==> src/rtl/logo_kbd_pkg.sv <==
`default_nettype none
// ============================================================================
// Module  : logo_kbd_pkg
// Purpose : Shared constants and state types for the LOGO keyboard command
//           controller: PS/2 set-2 control scancodes, line-buffer depth and
//           the main / prefix state enumerations.
// Ports   : none (package)
// Revision: 1.0  initial release
// ============================================================================
package logo_kbd_pkg;

  // Line buffer depth; four 8-bit characters fill one 32-bit command word.
  localparam int unsigned MAX_CHARS = 4;

  // PS/2 set-2 scancodes with special meaning to the controller.
  localparam logic [7:0] SC_BREAK  = 8'hF0;
  localparam logic [7:0] SC_EXTEND = 8'hE0;
  localparam logic [7:0] SC_ENTER  = 8'h5A;
  localparam logic [7:0] SC_BKSP   = 8'h66;
  localparam logic [7:0] SC_ESC    = 8'h76;

  typedef enum logic [0:0] {
    ST_COLLECT = 1'b0,
    ST_SEND    = 1'b1
  } main_state_e;

  typedef enum logic [1:0] {
    PFX_NONE    = 2'd0,
    PFX_BRK     = 2'd1,
    PFX_EXT     = 2'd2,
    PFX_EXT_BRK = 2'd3
  } prefix_state_e;

endpackage : logo_kbd_pkg
`default_nettype wire

==> src/rtl/scancode_to_ascii.sv <==
`default_nettype none
// ============================================================================
// Module  : scancode_to_ascii
// Purpose : Combinational decode of a PS/2 set-2 make code into a printable
//           ASCII character or one of the line-editing controls.
// Ports   : code      in  8  make code
//           is_print  out 1  code is a printable key (A-H, 0-9)
//           is_enter  out 1  code is Enter
//           is_bksp   out 1  code is Backspace
//           is_esc    out 1  code is Escape
//           ascii     out 8  ASCII of a printable key, 0 otherwise
// Revision: 1.0  initial release
// ============================================================================
module scancode_to_ascii
  import logo_kbd_pkg::*;
(
  input  logic [7:0] code,
  output logic       is_print,
  output logic       is_enter,
  output logic       is_bksp,
  output logic       is_esc,
  output logic [7:0] ascii
);

  always_comb begin
    is_print = 1'b1;
    ascii    = 8'h00;
    case (code)
      8'h1C: ascii = 8'h41;  // A
      8'h32: ascii = 8'h42;  // B
      8'h21: ascii = 8'h43;  // C
      8'h23: ascii = 8'h44;  // D
      8'h24: ascii = 8'h45;  // E
      8'h2B: ascii = 8'h46;  // F
      8'h34: ascii = 8'h47;  // G
      8'h33: ascii = 8'h48;  // H
      8'h45: ascii = 8'h30;  // 0
      8'h16: ascii = 8'h31;  // 1
      8'h1E: ascii = 8'h32;  // 2
      8'h26: ascii = 8'h33;  // 3
      8'h25: ascii = 8'h34;  // 4
      8'h2E: ascii = 8'h35;  // 5
      8'h36: ascii = 8'h36;  // 6
      8'h3D: ascii = 8'h37;  // 7
      8'h3E: ascii = 8'h38;  // 8
      8'h46: ascii = 8'h39;  // 9
      default: is_print = 1'b0;
    endcase
    is_enter = (code == SC_ENTER);
    is_bksp  = (code == SC_BKSP);
    is_esc   = (code == SC_ESC);
  end

endmodule : scancode_to_ascii
`default_nettype wire

==> src/rtl/logo_command_controller.sv <==
`default_nettype none
// ============================================================================
// Module  : logo_command_controller
// Purpose : Turns PS/2 scancode strobes into 4-character LOGO command words.
//           Filters break/extended sequences, edits a line buffer
//           (append / backspace / clear), offers the line over valid/ready on
//           Enter and echoes every accepted character to the LCD.
// Ports   : clock, resetn            clock, async active-low reset
//           ps2_key_pressed/_data    scancode strobe and byte
//           cmd_data/valid/ready     command word handshake
//           char_count               characters buffered (0..MAX_CHARS)
//           lcd_write_en/_data       one-cycle echo strobe and held ASCII
//           overrun                  one-cycle pulse on a dropped make code
// Revision: 1.0  initial release
// ============================================================================
module logo_command_controller #(
  parameter int unsigned MAX_CHARS = logo_kbd_pkg::MAX_CHARS
) (
  input  logic                   clock,
  input  logic                   resetn,
  input  logic                   ps2_key_pressed,
  input  logic [7:0]             ps2_key_data,
  output logic [8*MAX_CHARS-1:0] cmd_data,
  output logic                   cmd_valid,
  input  logic                   cmd_ready,
  output logic [2:0]             char_count,
  output logic                   lcd_write_en,
  output logic [7:0]             lcd_write_data,
  output logic                   overrun
);
  import logo_kbd_pkg::*;

  localparam int unsigned BUF_W      = 8 * MAX_CHARS;
  localparam logic [2:0]  FULL_COUNT = 3'(MAX_CHARS);

  main_state_e        state_q, state_d;
  prefix_state_e      prefix_q, prefix_d;
  logic [BUF_W-1:0]   buffer_q, buffer_d;
  logic [2:0]         count_q, count_d;
  logic               cmd_valid_q, cmd_valid_d;
  logic               lcd_en_q, lcd_en_d;
  logic [7:0]         lcd_data_q, lcd_data_d;
  logic               overrun_q, overrun_d;

  logic               is_make;
  logic               key_print, key_enter, key_bksp, key_esc;
  logic [7:0]         key_ascii;

  scancode_to_ascii u_map (
    .code     (ps2_key_data),
    .is_print (key_print),
    .is_enter (key_enter),
    .is_bksp  (key_bksp),
    .is_esc   (key_esc),
    .ascii    (key_ascii)
  );

  always_comb begin
    state_d     = state_q;
    prefix_d    = prefix_q;
    buffer_d    = buffer_q;
    count_d     = count_q;
    lcd_en_d    = 1'b0;
    lcd_data_d  = lcd_data_q;
    overrun_d   = 1'b0;
    is_make     = 1'b0;

    // Prefix tracker runs independently of the main state; any byte that
    // follows a prefix is swallowed and returns the tracker to idle.
    if (ps2_key_pressed) begin
      case (prefix_q)
        PFX_NONE: begin
          if (ps2_key_data == SC_BREAK)       prefix_d = PFX_BRK;
          else if (ps2_key_data == SC_EXTEND) prefix_d = PFX_EXT;
          else                                is_make  = 1'b1;
        end
        PFX_EXT: begin
          if (ps2_key_data == SC_BREAK) prefix_d = PFX_EXT_BRK;
          else                          prefix_d = PFX_NONE;
        end
        default: prefix_d = PFX_NONE;
      endcase
    end

    if (state_q == ST_SEND) begin
      if (cmd_valid_q && cmd_ready) begin
        state_d  = ST_COLLECT;
        buffer_d = '0;
        count_d  = 3'd0;
      end
      // The line is frozen while offered, so any make code is lost.
      if (is_make) overrun_d = 1'b1;
    end else if (is_make) begin
      if (key_print) begin
        if (count_q < FULL_COUNT) begin
          buffer_d   = {buffer_q[BUF_W-9:0], key_ascii};
          count_d    = count_q + 3'd1;
          lcd_en_d   = 1'b1;
          lcd_data_d = key_ascii;
        end else begin
          overrun_d = 1'b1;
        end
      end else if (key_bksp) begin
        if (count_q != 3'd0) begin
          buffer_d = {8'h00, buffer_q[BUF_W-1:8]};
          count_d  = count_q - 3'd1;
        end
      end else if (key_esc) begin
        buffer_d = '0;
        count_d  = 3'd0;
      end else if (key_enter) begin
        if (count_q != 3'd0) state_d = ST_SEND;
      end
    end

    cmd_valid_d = (state_d == ST_SEND);
  end

  always_ff @(posedge clock or negedge resetn) begin
    if (!resetn) begin
      state_q     <= ST_COLLECT;
      prefix_q    <= PFX_NONE;
      buffer_q    <= '0;
      count_q     <= 3'd0;
      cmd_valid_q <= 1'b0;
      lcd_en_q    <= 1'b0;
      lcd_data_q  <= 8'h00;
      overrun_q   <= 1'b0;
    end else begin
      state_q     <= state_d;
      prefix_q    <= prefix_d;
      buffer_q    <= buffer_d;
      count_q     <= count_d;
      cmd_valid_q <= cmd_valid_d;
      lcd_en_q    <= lcd_en_d;
      lcd_data_q  <= lcd_data_d;
      overrun_q   <= overrun_d;
    end
  end

  assign cmd_data       = buffer_q;
  assign cmd_valid      = cmd_valid_q;
  assign char_count     = count_q;
  assign lcd_write_en   = lcd_en_q;
  assign lcd_write_data = lcd_data_q;
  assign overrun        = overrun_q;

endmodule : logo_command_controller
`default_nettype wire
==> config.mk <==
export PLATFORM = sky130hd
export DESIGN_NAME = logo_command_controller
export DESIGN_NICKNAME = d
export VERILOG_FILES = /design/src/rtl/logo_kbd_pkg.sv /design/src/rtl/scancode_to_ascii.sv /design/src/rtl/logo_command_controller.sv
export SDC_FILE = /design/constraint.sdc
export NUM_CORES = 1
export LEC_CHECK = 0
export ABC_AREA = 1
export CAP_MARGIN = 0
export CORE_MARGIN = 1
export CORE_UTILIZATION = 40
export CTS_CLUSTER_DIAMETER = 100
export DETAILED_ROUTE_END_ITERATION = 8
export MAX_ROUTING_LAYER = met4
export PLACE_DENSITY_LB_ADDON = 0.12
export RECOVER_POWER = 100
export SLEW_MARGIN = 20
export SYNTH_ARGS = -nofsm -noshare
export SYNTH_HDL_FRONTEND = slang
export SYNTH_SLANG_ARGS = --single-unit
==> constraint.sdc <==
create_clock -name clock -period 3.05 [get_ports clock]
set_clock_uncertainty 0.2 [all_clocks]
set_input_delay 0.305 -clock clock [delete_from_list [all_inputs] [get_ports clock]]
set_output_delay 0.305 -clock clock [all_outputs]
set_load 0.005 [all_outputs]
### Yosys cells after proc, flatten, opt, wreduce, memory -nomap -nowiden

Cells that the tools add are included.

| storage, ports and cells | value |
|---|---|
| input bits | 12 |
| bits in registers | 48 |
| logic and storage cells | 91 |
| output and inout port bits | 46 |

| cells by class | value |
|---|---|
| magnitude comparators | 1 |
| add/subtract/negate cells | 2 |
| mux-type cells | 43 |
| eq/ne operators | 28 |
| bitwise gates (word level) | 1 |
| reduce and logical (&&, ||, !) cells | 9 |

Operator list:

| cell | number |
|---|---|
| two-way mux 32 bit | 8 |
| one-hot mux 7 bit (18 select lines) | 1 |
| equality test 8 x 6 -> 1 bit (second input constant) | 13 |
| equality test 8 x 7 -> 1 bit (second input constant) | 5 |
| equality test 8 x 5 -> 1 bit (second input constant) | 3 |
| two-way mux 3 bit | 8 |
| two-way mux 1 bit | 22 |
| OR reduction 18 bit | 1 |
| equality test 8 bit (second input constant) | 2 |
| two-way mux 2 bit | 3 |
| AND reduction 5 bit | 1 |
| != test 4 x 3 -> 1 bit (second input constant) | 1 |
| one-hot mux 2 bit (2 select lines) | 1 |
| AND reduction 4 bit | 1 |
| nonzero test 4 bit | 1 |
| adder 3 x 1 -> 3 bit (second input constant) | 1 |
| < comparator 3 bit (second input constant) | 1 |
| != test 3 x 2 -> 1 bit (second input constant) | 1 |
| != test 3 bit (second input constant) | 1 |
| nonzero test 3 bit | 1 |
| subtractor 3 x 1 -> 3 bit (second input constant) | 1 |
| equality test 2 bit (second input constant) | 1 |
| logical NOT 2 bit | 1 |
| != test 2 x 1 -> 1 bit (second input constant) | 1 |
| other kinds (4) | 4 |

### Depth between registers and ports, before layout

Gate-level depths: netlist of the first run.

| logic depth | value |
|---|---|
| depth in word-level cells | 8 |
| mapped depth | 16 |
| mapped depth without buffers | 15 |

### Modules after synthesis

From an unflattened synthesis of the first run, not the netlist that was laid out.

| unflattened totals | value |
|---|---|
| cells, all modules | 407 |
| area total of the unflattened synthesis | 2861.5 sq um |

Modules (own cells, without submodules):

| module | times used | sequential area each (sq um) | area each (sq um) | cells an instance |
|---|---|---|---|---|
| logo_command_controller | 1 | 1201.2 | 2444.8 | 316 |
| scancode_to_ascii | 1 | 0.0 | 416.6 | 91 |

### Worst setup path before layout of the first run

No wires, ideal clock.

| timing path | value |
|---|---|
| kind | input port to flip-flop |
| from | in ps2_key_data[6] |
| to | reg count_q[2], in the netlist char_count[2] |
| buffers on the path | 1 |
| stages on the path | 14 |
| arrival | 1547 ps |
| path slack | 1186 ps |
| setup time | 117 ps |
| data required time | 2733 ps |
| path through | inv_1 > nand2_2 > nor2_1 > nand2_1 > nand2_1 > nor2_1 > nand3_4 > nand3_2 > nand2_2 > inv_4 > nand2_4 > buf_6 > nand2_1 > nand2_1 |

| on the way | value |
|---|---|
| word-level cells in the longest chain between the ends | 7 |
| elaborated cells between the ends (all ways) | 37 |
| those cells by class | eq/ne (24); mux (9); reduce/logical (4) |

Ends and longest elaborated chain:

| element | line | text |
|---|---|---|
| start: declaration | logo_command_controller.sv:22 | `input logic [7:0] ps2_key_data,` |
| parallel branches: the longest is 7 deep, another holds OR reduction 18 bit | n/a |  |
| end signal: assignment | logo_command_controller.sv:133 | `count_q <= count_d;` |
| end: declaration | logo_command_controller.sv:39 | `logic [2:0] count_q, count_d;` |

Several ways; the timed one is not identified. The select of a mux whose other input is x is not followed.
A chain may end at the register's enable or synchronous reset.

### Worst setup path after layout of the first run

| timing path | value |
|---|---|
| from | in ps2_key_data[1] |
| to | reg lcd_data_q[1], in the netlist lcd_write_data[1] |

| on the way | value |
|---|---|
| word-level cells in the longest chain between the ends | 6 |
| elaborated cells between the ends (all ways) | 28 |
| those cells by class | eq/ne (20); mux (6); reduce/logical (2) |

Ends and longest elaborated chain:

| element | line | text |
|---|---|---|
| equality test 8 bit | logo_command_controller.sv:74 | `else if (ps2_key_data == SC_EXTEND) prefix_d = PFX_EXT;` |
| two-way mux 1 bit | logo_command_controller.sv:74 |  |
| two-way mux 1 bit | logo_command_controller.sv:73 | `if (ps2_key_data == SC_BREAK) prefix_d = PFX_BRK;` |
| two-way mux 1 bit | logo_command_controller.sv:71 | `case (prefix_q)` |
| two-way mux 1 bit | logo_command_controller.sv:70 | `if (ps2_key_pressed) begin` |
| AND reduction 4 bit (no source line) | n/a |  |
| end signal: assignment | logo_command_controller.sv:136 | `lcd_data_q <= lcd_data_d;` |
| end: declaration | logo_command_controller.sv:42 | `logic [7:0] lcd_data_q, lcd_data_d;` |

Several ways; a longest one is shown, not always the timed one.

==> results_dict.tcl, run 1 <==
set metrics [dict create \
    pwr-share-clk_pct 31.2 \
    ys_seq_area_share_pct 38.82 \
    drv_cap 0 \
    yosys_warnings 0 \
    relSlewSlack_pct 25.90 \
    finalCriticalPeriod_ns 2.716 \
    crit_arrival_ns 2.71 \
    p_int_mw 1.040 \
    critical_path.cell_chain "dlygate4sd3_1 > inv_1 > nand2_1 > nor2_1 > nand2_1 > nand3_2 > nor2_4 > nand3_4 > nand2_1 > nor2_1 > nand3_1 > o21a_1" \
    grt_usage_pct 21.31 \
    worst_setup_path_start_kind "input port" \
    gr-usage-met3_pct 2.828 \
    numCtsBuffers 5 \
    fillCellCount 748 \
    worstMarginPinSlew_ns 1.112 \
    hold_violations 0 \
    layout_common_cells "nand2_1, nand3_1, nor2_1, dlygate4sd3_1, dfrtp_1" \
    crit_required_ns 3.04 \
    synthMuxAreaShare_pct 0.3797 \
    vdd_drop_max_mv 0.2894 \
    swShare_pct 27.23 \
    cts_resized 0 \
    port-buffer-count 56 \
    cp_top_family "simple AND/OR/NAND/NOR gates" \
    syn-mean-instance-area_um2 6.755 \
    start_util_pct 41.10 \
    synth-simple-area-share_pct 45.49 \
    end_kind "flop" \
    h-tree-depth 2 \
    clk_pin_slew_worst_paths_ns 0.08 \
    synth_top_area_share_pct 38.82 \
    tns_ns 0 \
    first_global_vias 2632 \
    route.detailed.drc 0 \
    dieArea_mm2 0.007762 \
    area_growth_pct 23.84 \
    n_antenna_cell 0 \
    grt_pass1_wl_um 12430 \
    path_class "in -> reg" \
    fin_crit_sh_pct 89.06 \
    coreArea_mm2 0.007214 \
    p_comb_share_pct 20.2 \
    post_drt_wl_per_cell_um 12.66 \
    p_switching_mw 0.3894 \
    cpMostUsedCell "nand2_1" \
    cts_tree "done" \
    drt-vias-per-instance 4.876 \
    powerDensity_mw_per_mm2 389.4 \
    p_leak_nw 2.074 \
    synth_area_mm2 0.002965 \
    status "finished clean" \
    rsz0062_at_grt "no" \
    yosys_register_bits 46 \
    hpwl_um 5382 \
    worstPathBufferInverterCount 2 \
    synthTopCellsByArea "dfrtp_1, nand2_1, nand3_1, nor2_1, inv_1" \
    critPathSlowestCell "dlygate4sd3_1" \
    ys_types 34 \
    synth_top_family_by_area "simple AND/OR/NAND/NOR gates" \
    yosys.area_share.xor_xnor_pct 0.5907 \
    clk_latency_ns 0.29 \
    hold_class "reg -> reg" \
    cpPeakStageDelay_ns 0.62 \
    antenna_left 0 \
    top_usage_layer "met2" \
    synthesis.nets 454 \
    synth_fa_ha_area_share_pct 1.266 \
    dieWidth_um 88.10 \
    cts_sinks 46 \
    synthCells 439 \
    wl_um 7484 \
    post-route-util_pct 50.90 \
    critPathLaunch "ps2_key_data[1]" \
    gr-usage-met2_pct 34.32 \
    synth-compound-area-share_pct 3.966 \
    cts_max_path_buffers 2 \
    dieHeight_um 88.10 \
    p_seq_share_pct 48.5 \
    final_nets 506 \
    layout-drive-gt1-share_pct 7.724 \
    grt_max_degree 47 \
    hold_path.startpoint "lcd_write_data[1]" \
    io_pins 58 \
    drt-initial-drc-count 215 \
    cts_setup_buffers 0 \
    yosys.area.top_type "dfrtp_1" \
    setup_viol 0 \
    gp_congestion 0.9131 \
    final_common_cell "nand2_1" \
    grt_antenna_before_repair 0 \
    r2r_slack_ns 0.90 \
    maxSlewViolCount 0 \
    path_max_fanout 12 \
    met1_usage_pct 28.70 \
    vias 2882 \
    fmax_ghz 0.3682 \
    cts_root_buf "clkbuf_8" \
    postCtsHoldBufs 0 \
    first_pass_iters 5 \
    r2r-start "cmd_valid" \
    rows 31 \
    overflow 0 \
]
[sequential cells by signal (all words and copies together) (netlist names)]
| register | count |
|---|---|
| char_count | 3 |
| cmd_data | 32 |
| cmd_valid | 1 |
| lcd_write_data | 6 |
| lcd_write_en | 1 |
| overrun | 1 |
| prefix_q | 2 |
[kinds of logic after synthesis]
family / Yosys count
buffers and inverters: 60
adders and majority gates: 3
AOI/OAI and AO/OA: 20
xor gates and xnor gates: 2
DFF: 46
other: 1
and+or+nand+nor: 306
muxes: 1
[area by class of cell]
type	instances	area [um^2]	area share, %
Tap cell	99	123.9	3.373
Inverter	43	163.9	4.463
Timing Repair Buffer	62	603.1	16.42
Clock inverter	1	30.03	0.8177
Sequential cell	46	1151	31.35
Clock buffer	7	76.32	2.078
Multi-Input combinational cell	333	1524	41.50
[worst paths after layout]
check                                     to  depth (start not counted)
hold reg to reg            lcd_write_data[1]                          1
min in group asynchronous       lcd_write_en                          2
setup reg to reg                cmd_data[22]                          8
setup / recovery           lcd_write_data[1]                         12
max in group asynchronous        cmd_data[4]                          2
hold / removal             lcd_write_data[1]                          1
[cells in the mapped netlist (all sizes together)]
master    n
o21ai    13
nand3    66
clkbuf    1
dfrtp    46
ha        3
inv      43
nor2     61
nand4     4
or2       1
buf      16
o21bai    1
nor3      3
and3      1
a21oi     2
mux2      1
nand3b    1
o41ai     1
a21boi    1
xnor2     2
conb      1
o21a      2
nand2   169
[power by group through the flow]
stage                     logic (mW)  registers, mW  clock network (mW)
after CTS                      0.315          0.698               0.459
after floorplan                0.161          0.708                   0
final                          0.289          0.694               0.447
after detailed placement       0.313          0.710                   0
after global routing           0.335          0.702               0.475
after global placement         0.310          0.710                   0
[stage by stage]
step | power [mW] | setup WS (ns) | hold slack, ns | cell area (um^2) | instances
after floorplan | 0.8688 | 1.186 | -0.1906 | 2965 | 439
after global placement | 1.020 | 0.2369 | 0.2852 | 3568 | 582
after detailed placement | 1.023 | 0.1909 | 0.2852 | 3568 | 582
after CTS | 1.472 | 0.4974 | 0.02814 | 3675 | 590
after global routing | 1.513 | 0.1436 | 0.3291 | 3672 | 591
final | 1.430 | 0.3337 | 0.2937 | 3672 | 591
[layer usage]
layer | vias up | routed length [um]
met3 | 4 | 310
met1 | 1330 | 3669
met4 | 0 | 57
met5 | - | 0
li1 | 1478 | -
met2 | 70 | 3447
Power figures use the tool's default switching activity.
==> run 2: changes to the inputs <==
--- a/config.mk
+++ b/config.mk
@@ -5,7 +5,6 @@
 export SDC_FILE = /design/constraint.sdc
 export NUM_CORES = 1
 export LEC_CHECK = 0
-export ABC_AREA = 1
 export CAP_MARGIN = 0
 export CORE_MARGIN = 1
 export CORE_UTILIZATION = 40
==> run 2 against run 1 <==
  * Die area fell by 6.6%
  * Power rose by 22%
  * Combinational power rose by 46%
  * Via count is 15% lower
  * Critical path type unchanged
  * Critical endpoint is now cmd_data[13]
  * Highest routed layer unchanged
==> results_dict.tcl, run 2 <==
set metrics [dict create \
    status "finished clean" \
    overflow 0 \
    drt-initial-drc-count 125 \
    first_pass_iters 4 \
    yosys_register_bits 46 \
    total_power_mw 1.748 \
    synth-edff-count 0 \
    syn-mean-instance-area_um2 10.51 \
    path_max_fanout 5 \
    largest_register_ffs 32 \
    synthTopCellsByArea "dfrtp_1, mux2_2, a22o_1, mux2_4, a21oi_1" \
    cts_root_buf "clkbuf_8" \
    grt_antenna_before_repair 0 \
    clk_latency_ns 0.30 \
    rsz0062_at_grt "no" \
    yosys_warnings 0 \
    fin_crit_sh_pct 93.93 \
    grt_pass1_wl_um 12390 \
    timing.final.ws_setup_ns 0.1850 \
    critical_path.cell_chain "clkdlybuf4s50_1 > or2_2 > or4_1 > a2111oi_4 > nor4b_2 > nor2_4 > clkbuf_2 > mux2_2" \
    antenna_left 0 \
    critPathSlowestCell "clkdlybuf4s50_1" \
    ys_seq_area_share_pct 41.65 \
    cpPeakStageDelay_ns 0.47 \
    cts_max_path_buffers 2 \
    crit_arrival_ns 2.85 \
    drv_cap 0 \
    worstMarginPinSlew_ns 1.160 \
    layout_common_cells "dlygate4sd3_1, dfrtp_1, buf_4, a21oi_1, a22o_1" \
    path_class "in -> reg" \
    fmax_ghz 0.3490 \
    dieWidth_um 85.13 \
    hold_class "reg -> reg" \
    synthesis.nets 278 \
    setup_viol 0 \
    yosys.area.top_type "dfrtp_1" \
    vdd_drop_max_mv 0.2738 \
    port-buffer-count 56 \
    area_growth_pct 34.77 \
    async_flop_share_pct 100.0 \
    grt_usage_pct 22.54 \
    cts_resized 0 \
    multiInputGateArea_mm2 0.001413 \
    ys_types 62 \
    post-route-util_pct 57.35 \
    hold_violations 0 \
    synthFlopType "dfrtp_1" \
    regArea_mm2 0.001151 \
    hpwl_um 5400 \
    rows 29 \
    first_global_vias 2419 \
    worstPathBufferInverterCount 2 \
    synth_top_area_share_pct 41.65 \
    final_nets 361 \
    h-tree-depth 2 \
    n_antenna_cell 0 \
    yosysMostFrequentCell "dfrtp_1" \
    cts_sinks 46 \
    fillCellCount 587 \
    coreArea_mm2 0.006495 \
    drt-vias-per-instance 5.769 \
    clk_pin_slew_worst_paths_ns 0.09 \
    maxSlewViolCount 0 \
    cts_tree "done" \
    relSlewSlack_pct 22.64 \
    wl_um 7462 \
    p_leak_nw 1.678 \
    crit_required_ns 3.04 \
    worst_setup_path_start_kind "input port" \
    synthCells 263 \
    cp_top_family "simple AND/OR/NAND/NOR gates" \
    post_drt_wl_per_cell_um 17.60 \
    pre_cts_ws_ns -0.05354 \
    synth_area_mm2 0.002764 \
    synth_common_cells "dfrtp_1, a21oi_1, a22o_1" \
    io_pins 58 \
    route.detailed.drc 0 \
    final_common_cell "dlygate4sd3_1" \
    end_kind "flop" \
    grt_max_degree 47 \
    powerDensity_mw_per_mm2 469.2 \
    dieArea_mm2 0.007246 \
    start_util_pct 42.55 \
    dieHeight_um 85.13 \
    layout-drive-gt1-share_pct 21.61 \
    gp_congestion 0.9340 \
    numCtsBuffers 5 \
    finalCriticalPeriod_ns 2.865 \
    vias 2446 \
]
-- run 2: repair_timing --
| action | 4_1_cts | 5_1_grt |
|---|---|---|
| hold buffers | 0 | 1 |
| endpoints found under the hold margin | 0 | 46 |
| buffers inserted | 0 | 0 |
-- run 2: routing by layer --
metal / GRT usage, % / routed length [um] / vias up
met5: - / 0 / -
met4: 5.701 / 34 / 0
met3: 3.016 / 321 / 6
met2: 33.94 / 3398 / 65
met1: 32.13 / 3708 / 1216
li1: - / - / 1159
-- run 2: cells by family after synthesis --
group	Yosys count	share of synthesized area, %
AO/OA/AOI/OAI	86	23.63
XOR/XNOR	1	0.3169
adder cells (fa/ha/maj)	3	1.358
buffers and inverters	34	6.202
flip-flops	46	41.65
multiplexers	23	10.28
other	1	0.1357
AND/OR/NAND/NOR	69	16.43
-- run 2: worst paths after layout --
path	startpoint	to	slack (ns)	cells past startpoint
worst max-delay path	ps2_key_data[5]	cmd_data[13]	0.19	8
max in group asynchronous	resetn	lcd_write_data[0]	1.37	2
min in group asynchronous	resetn	lcd_write_data[6]	0.56	2
worst min register to register	lcd_write_data[5]	lcd_write_data[5]	0.31	1
worst max register to register	char_count[1]	cmd_data[13]	0.49	10
worst min-delay path	lcd_write_data[5]	lcd_write_data[5]	0.31	1
-- run 2: metrics by stage --
stage / setup TNS, ns / hold WS [ns] / cells / instance area [um^2]
2_1_floorplan: 0 / -0.1906 / 263 / 2764
3_3_place_gp: -0.09903 / 0.2980 / 415 / 3610
3_5_place_dp: -0.4652 / 0.2965 / 415 / 3610
4_1_cts: 0 / 0.01575 / 423 / 3752
5_1_grt: 0 / 0.3405 / 424 / 3725
6_report: 0 / 0.3111 / 424 / 3725
-- run 2: area by class of cell --
| class | instances | share of cell area [%] |
|---|---|---|
| multi-input cells | 183 | 37.92 |
| flip-flops and latches | 46 | 30.90 |
| repair buffers | 98 | 23.55 |
| well taps | 77 | 2.586 |
| clock buffers | 6 | 2.217 |
| clock inverters | 2 | 1.612 |
| inverters | 12 | 1.209 |
-- run 2: where the power goes --
group | switching, mW | internal [mW] | leakage [nW]
Combinational | 0.179 | 0.243 | 0.989
Clock | 0.211 | 0.350 | 0.0714
Sequential | 0.0746 | 0.690 | 0.618
Total | 0.465 | 1.28 | 1.68
